File: config.mk
export PLATFORM = sky130hd
export DESIGN_NAME = cart_upload
export DESIGN_NICKNAME = d
export VERILOG_FILES = /design/src/rtl/cart_upload.sv
export SDC_FILE = /design/constraint.sdc
export NUM_CORES = 1
export LEC_CHECK = 0
export BUFFER_PORTS_ARGS = -buffer_cell sky130_fd_sc_hd__buf_2
export CAP_MARGIN = 20
export CORE_MARGIN = 5
export CORE_UTILIZATION = 40
export CTS_BUF_LIST = sky130_fd_sc_hd__clkbuf_8
export DETAILED_ROUTE_END_ITERATION = 10
export PLACE_DENSITY = 0.68
export SYNTH_ARGS = -nofsm -noshare
export SYNTH_HDL_FRONTEND = slang
export SYNTH_SLANG_ARGS = --single-unit
File: constraint.sdc
create_clock -name clk -period 1.8 [get_ports clk]
set_input_delay 0.18 -clock clk [delete_from_list [all_inputs] [get_ports clk]]
set_output_delay 0.18 -clock clk [all_outputs]
set_load 0.005 [all_outputs]
File: src/rtl/cart_upload.sv
// cart_upload: read-back side of the cartridge ioctl path.
// Serves hps_io upload reads from cartridge RAM with wait back-pressure.
module cart_upload #(
   parameter int         ADDR_W    = 16,
   parameter int         CART_SIZE = 16384,
   parameter int         MEM_LAT   = 1,
   parameter logic [7:0] FILL      = 8'hFF
) (
   input  logic              clk,
   input  logic              reset,
   input  logic              ioctl_upload,
   input  logic              ioctl_rd,
   input  logic [ADDR_W-1:0] ioctl_addr,
   output logic [7:0]        ioctl_din,
   output logic              ioctl_wait,
   output logic [ADDR_W-1:0] mem_addr,
   output logic              mem_rd,
   input  logic [7:0]        mem_dout,
   input  logic              mem_busy,
   output logic [ADDR_W-1:0] byte_count,
   output logic              err_overrun
);

   typedef enum logic [1:0] {
      IDLE,
      REQ,
      LAT
   } state_t;

   // one extra bit so CART_SIZE == 2**ADDR_W still compares correctly
   localparam logic [ADDR_W:0]   LIMIT    = (ADDR_W+1)'(CART_SIZE);
   localparam logic [1:0]        LAT_INIT = 2'(MEM_LAT);
   localparam logic [ADDR_W-1:0] CNT_MAX  = '1;

   state_t     state;
   logic [1:0] lat_cnt;
   logic       upload_q;

   logic       rise;
   logic       accept;
   logic       in_range;
   logic       fill_hit;
   logic       done;
   logic       inc;
   logic [ADDR_W-1:0] cnt_base;

   assign rise     = ioctl_upload & ~upload_q;
   assign in_range = {1'b0, ioctl_addr} < LIMIT;
   assign accept   = (state == IDLE) & ioctl_rd & ioctl_upload;
   assign fill_hit = accept & ~in_range;
   assign done     = (state == LAT) & ioctl_upload
                   & (lat_cnt == 2'd1);
   assign inc      = fill_hit | done;
   assign cnt_base = rise ? '0 : byte_count;

   // RAM strobe must follow the CPU's mem_busy in the same cycle
   assign mem_rd = (state == REQ) & ioctl_upload & ~mem_busy;

   // session edge detector
   always_ff @(posedge clk or negedge reset) begin
      if (!reset) begin
         upload_q <= 1'b0;
      end else begin
         upload_q <= ioctl_upload;
      end
   end

   // read sequencer: accept, wait for RAM slot, count latency, return byte
   always_ff @(posedge clk or negedge reset) begin
      if (!reset) begin
         state      <= IDLE;
         lat_cnt    <= 2'd0;
         mem_addr   <= '0;
         ioctl_din  <= 8'h00;
         ioctl_wait <= 1'b0;
      end else begin
         case (state)
            IDLE: begin
               if (accept) begin
                  mem_addr <= ioctl_addr;
                  if (in_range) begin
                     state      <= REQ;
                     ioctl_wait <= 1'b1;
                  end else begin
                     ioctl_din <= FILL;
                  end
               end
            end
            REQ: begin
               if (!ioctl_upload) begin
                  state      <= IDLE;
                  ioctl_wait <= 1'b0;
               end else if (!mem_busy) begin
                  state   <= LAT;
                  lat_cnt <= LAT_INIT;
               end
            end
            LAT: begin
               if (!ioctl_upload) begin
                  // abort: in-flight RAM data is dropped
                  state      <= IDLE;
                  ioctl_wait <= 1'b0;
               end else if (lat_cnt == 2'd1) begin
                  ioctl_din  <= mem_dout;
                  ioctl_wait <= 1'b0;
                  state      <= IDLE;
                  lat_cnt    <= 2'd0;
               end else begin
                  lat_cnt <= lat_cnt - 2'd1;
               end
            end
            default: begin
               state      <= IDLE;
               ioctl_wait <= 1'b0;
            end
         endcase
      end
   end

   // saturating per-session byte counter
   always_ff @(posedge clk or negedge reset) begin
      if (!reset) begin
         byte_count <= '0;
      end else if (inc && cnt_base != CNT_MAX) begin
         byte_count <= cnt_base + 1'b1;
      end else begin
         byte_count <= cnt_base;
      end
   end

   // sticky overrun flag, cleared at session start
   always_ff @(posedge clk or negedge reset) begin
      if (!reset) begin
         err_overrun <= 1'b0;
      end else if (rise) begin
         err_overrun <= 1'b0;
      end else if (ioctl_rd && ioctl_wait) begin
         err_overrun <= 1'b1;
      end
   end

endmodule

=== After elaboration in Yosys (flattened, before gate mapping) ===
Index checks and enable logic that the tools add are counted.

* Input bits: 29
* Flip-flop bits (word level): 47
* Output and inout port bits: 43

* Magnitude comparators: 1
* $add $sub $neg: 2
* Bitwise gates (word level): 12
* Mux-type cells: 27
* Reduce and logical (&&, ||, !) cells: 11
* Eq/ne operators: 14

{| class="wikitable"
|+ Operators by type and width
! operator !! count
|-
| $mux W16 || 2
|-
| $mux W8 || 4
|-
| $mux W2 || 10
|-
| $add A16 B1 Y16 const B || 1
|-
| $lt A16 B15 Y1 const B || 1
|-
| $ne A16 B16 Y1 const B || 1
|-
| $pmux W8 S2 || 1
|-
| $ne A2 B2 Y1 const B || 7
|-
| $reduce_and A4 Y1 || 3
|-
| $and A1 B1 Y1 || 8
|-
| $mux W1 || 7
|-
| $pmux W2 S3 || 1
|-
| $reduce_bool A2 Y1 || 3
|-
| $reduce_and A5 Y1 || 1
|-
| $eq A2 B1 Y1 const B || 2
|-
| $pmux W2 S2 || 1
|-
| $ne A3 B2 Y1 const B || 1
|-
| $ne A3 B3 Y1 const B || 1
|-
| $not A1 Y1 || 3
|-
| $pmux W1 S3 || 1
|-
| $eq A2 B2 Y1 const B || 1
|-
| $logic_and A1 B1 Y1 || 2
|-
| $logic_not A2 Y1 || 1
|-
| $ne A2 B1 Y1 const B || 1
|-
| other kinds (3) || 3
|}

=== Depth between registers and ports, before layout ===
* Depth in word-level cells: 7
* Mapped depth: 8
* Gate-level depth less buffers: 7

=== Worst setup path after synthesis ===
No wires, ideal clock.

* Path type: register to register
* Start: reg byte_count[0]
* End: reg byte_count[2]
* Stages on the path, launching flop included: 8
* Data arrival time: 1.646 ns
* Required time: 1.680 ns
* Setup slack: 0.033 ns
* Path through: dfrtp_1 -> and3_1 -> buf_6 -> and4bb_1 -> buf_6 -> a32oi_4 -> a31oi_1 -> a41o_1

* Word-level cells in the longest chain between the ends: 4

{| class="wikitable"
|+ Ends and longest elaborated chain
! element !! RTL line !! RTL
|-
| start: declaration || 20 || <nowiki>output logic [ADDR_W-1:0] byte_count,</nowiki>
|-
| start signal: assignment || 125 || <nowiki>byte_count <= cnt_base + 1'b1;</nowiki>
|-
| start signal: assignment || 127 || <nowiki>byte_count <= cnt_base;</nowiki>
|-
| $mux W16 * || 54 || <nowiki>assign cnt_base = rise ? '0 : byte_count;</nowiki>
|-
| branches (longest 2 deep; another with $add A16 B1 Y16) || n/a ||
|-
| $mux W16 * || 124 || <nowiki>end else if (inc && cnt_base != CNT_MAX) begin</nowiki>
|}

Every way passes the cells marked *.
A chain may end at the register's enable or synchronous reset.

=== Final worst setup path ===
* Start: reg upload_q
* End: reg byte_count[1]

* Word-level cells in the longest chain between the ends: 6

{| class="wikitable"
|+ Ends and longest elaborated chain
! element !! RTL line !! RTL
|-
| start: declaration || 37 || <nowiki>logic upload_q;</nowiki>
|-
| start signal: assignment || 64 || <nowiki>upload_q <= ioctl_upload;</nowiki>
|-
| $not A1 Y1 * || 47 || <nowiki>assign rise = ioctl_upload & ~upload_q;</nowiki>
|-
| $and A1 B1 Y1 * || 47 ||
|-
| $mux W16 * || 54 ||
|-
| branches (longest 2 deep; another with $add A16 B1 Y16) || n/a ||
|-
| $mux W16 * || 124 ||
|}

Marked as above.

==> metrics.cfg <==
[outcome]
status = completed

[global_routing]
grt_pass1_wl_um = 8550
grt_most_used_layer = met2
grt_max_degree = 26
grtUsageTotal = 0.148
grt_use_met3 = 0.0515
grt-ovfl-total = 0
antenna_found_initial = 0
gr-usage-met2 = 0.243
first_global_vias = 1890
met1_usage = 0.188

[route]
routedWlPerCell_um = 13.2
via_count = 1870
postRouteAntennaNets = 0
drc_errors = 0
drt_iter0_markers = 79
drt_wl_total_um = 5030
via_per_inst = 4.92
first_pass_iters = 4

[logic_synthesis]
syn_area_per_cell_um2 = 9.88
yosysWarnings = 0
synthFlopType = dfrtp_1
yosysSeqAreaShare = 0.548
synthTopCellsByCount = 65 x nand2_1, 47 x dfrtp_1, 13 x nor2_1, 8 x o22a_1
ys_top_cells_by_area = dfrtp_1 55%, nand2_1 11%, o22a_1 3.3%, nor2_1 2.3%, a21oi_1 1.6%
yosys.area.top_type_share = 0.548
synth_edf_count = 0
syn_nets = 247
ys_async_sr_fraction = 1.00
synth_most_common_cell = nand2_1
syn_inst = 217
syn_area_um2 = 2140
yosys.area.top_type = dfrtp_1
synth_cell_type_count = 43
ys_ff_latch = 47

[setup_path]
critPathSlowestCell = dfrtp_1
cp.arrival_ns = 1.93
critical_path.max_fanout = 8
worst_setup_path_start_kind = flip-flop
critPathCaptureType = flip-flop
cp_cell_sequence = and2b_4 -> and4bb_4 -> a32oi_4 -> buf_4 -> a21oi_1 -> a31o_2
cp_top_family = simple AND/OR/NAND/NOR gates
required_ns = 2.00
cp_num_buf_inv = 1
max_stage_delay_ns = 0.38
worstSetupPathType = flip-flop to flip-flop

[hold_path]
hold_class = primary input to flip-flop

[timing]
fin_hold_ws_ns = 0.0544
tns_ns = 0
final-hold-violation-count = 0
finalCritPeriodShare = 0.964
period_needed_ns = 1.73
relSlewSlack = 0.634
slew_violations = 0
worst_pin_slew_ns = 0.549
fmax_ghz = 0.576
rsz0062_at_grt = no
setup_violations = 0
fin_worst_skew_ns = 0.00819

[clock_network]
clkLatencyLatePin_ns = 0.31
clockBufferDepth = 2
cts_inserted_buffers = 5
cts.sink_count = 47
clkTransAtPathRegs_ns = 0.10
cts_tree = built
cts_root_buffer = clkbuf_8
cts-htree-levels = 2

[placed_design]
place_area_um2 = 2680
place_congestion = 0.825
port_buffers = 71
hpwl_um = 3800

[power]
fin_total_pwr_mw = 2.37
pwr_density_cell_nw_per_um2 = 835
irDropWorstVdd_mv = 0.412
p_leak_nw = 1.43

[die]
coreArea_um2 = 5170
rows = 26
die_x_um = 83.2
start_util = 0.415
die-area_um2 = 6930
die_y_um = 83.2
ioPinCount = 72

[final_layout]
antenna_cells = 0
seq_area_um2 = 1180
final_util = 0.548
multi_input_area_um2 = 901
n_fill_cell = 462
layout-drive-gt1-share = 0.381
nNetsFinal = 339
fin_area_um2 = 2830
syn2layout_area_growth_pct = 32.1

[run]
maxCapViolations = 0

-- registers in the layout (all words and copies together), names as in the netlist --
register	flops
state	2
byte_count	16
ioctl_wait	1
ioctl_din	8
upload_q	1
lat_cnt	2
err_overrun	1
mem_addr	16
-- path summary, 6_finish.rpt --
check | startpoint | to | slack (ns) | depth (start not counted)
max | upload_q$_DFF_PN0_ | byte_count[1]$_DFF_PN0_ | 0.07 | 6
min | ioctl_addr[13] | mem_addr[13]$_DFFE_PN0P_ | 0.05 | 3
max reg2reg | upload_q$_DFF_PN0_ | byte_count[1]$_DFF_PN0_ | 0.07 | 6
min reg2reg | mem_addr[11]$_DFFE_PN0P_ | mem_addr[11]$_DFFE_PN0P_ | 0.48 | 2
max in group asynchronous | reset | mem_addr[7]$_DFFE_PN0P_ | 0.81 | 3
min in group asynchronous | reset | byte_count[7]$_DFF_PN0_ | 0.38 | 2
-- what timing repair did --
| action | 4_1_cts | 5_1_grt |
|---|---|---|
| endpoints found under the hold margin | 23 | 0 |
| endpoints found under the setup margin | 0 | 7 |
| gates resized for setup | 0 | 9 |
| hold buffers | 1 | 0 |
| setup buffers | 0 | 4 |
-- through the flow --
step                std cells  worst slack (ns)
finish                    380            0.0651
floorplan                 217            0.0335
detailed placement        367            0.0367
CTS                       376            0.0223
global placement          367            0.0999
global route              380          0.000876
-- per-layer routing --
layer | up-vias | share of wire
li1 | 931 | -
met1 | 876 | 0.45
met2 | 60 | 0.46
met3 | 3 | 0.079
met4 | 0 | 0.0058
met5 | - | 0
-- cell usage in the layout, fill, tap and decap left out, drive strengths merged, types with 2 or more instances in the layout --
master and instances:
o22a 8, nand4bb 2, xor2 3, nand2b 2, a31oi 3, clkbuf 5
nor3 3, nand2 65, and3 3, nand3 7, a211oi 2, a41o 2
a31o 2, nor2b 3, nor2 13, nand4 3, a41oi 2, inv 6
o21ai 5, o21a 2, buf 97, dfrtp 47, and4bb 2, mux2i 2
a21oi 7
-- final cells by class --
type	instances	share of cell area
Tap cell	70	0.0309
Multi-Input combinational cell	154	0.318
Clock buffer	5	0.0243
Sequential cell	47	0.415
Timing Repair Buffer	98	0.198
Inverter	3	0.00397
Clock inverter	3	0.0102
-- worst reg2reg max path, delay by kind of cell (launching register included) --
family | cells | cell delay, ns
simple gates | 2 | 0.55
compound gates | 3 | 0.53
flops | 1 | 0.38
buf+inv | 1 | 0.17
-- power breakdown --
part | leakage (nW) | switching, mW | internal (mW) | total [mW]
registers | 0.577 | 0.0613 | 1.17 | 1.23
logic | 0.800 | 0.228 | 0.215 | 0.443
clock network | 0.0511 | 0.402 | 0.294 | 0.696
-- kinds of logic (layout without fill, tap and decap cells) --
group           after synthesis  count (layout)  synth area share
buf+inv                      16             109            0.0403
compound gates               38              38             0.138
fa+ha+maj                     1               1           0.00583
xor+xnor                      4               4            0.0163
mux                           2               2           0.00934
flops                        47              47             0.548
simple gates                109             109             0.242
Note: power is estimated with default switching activity, not from simulation.
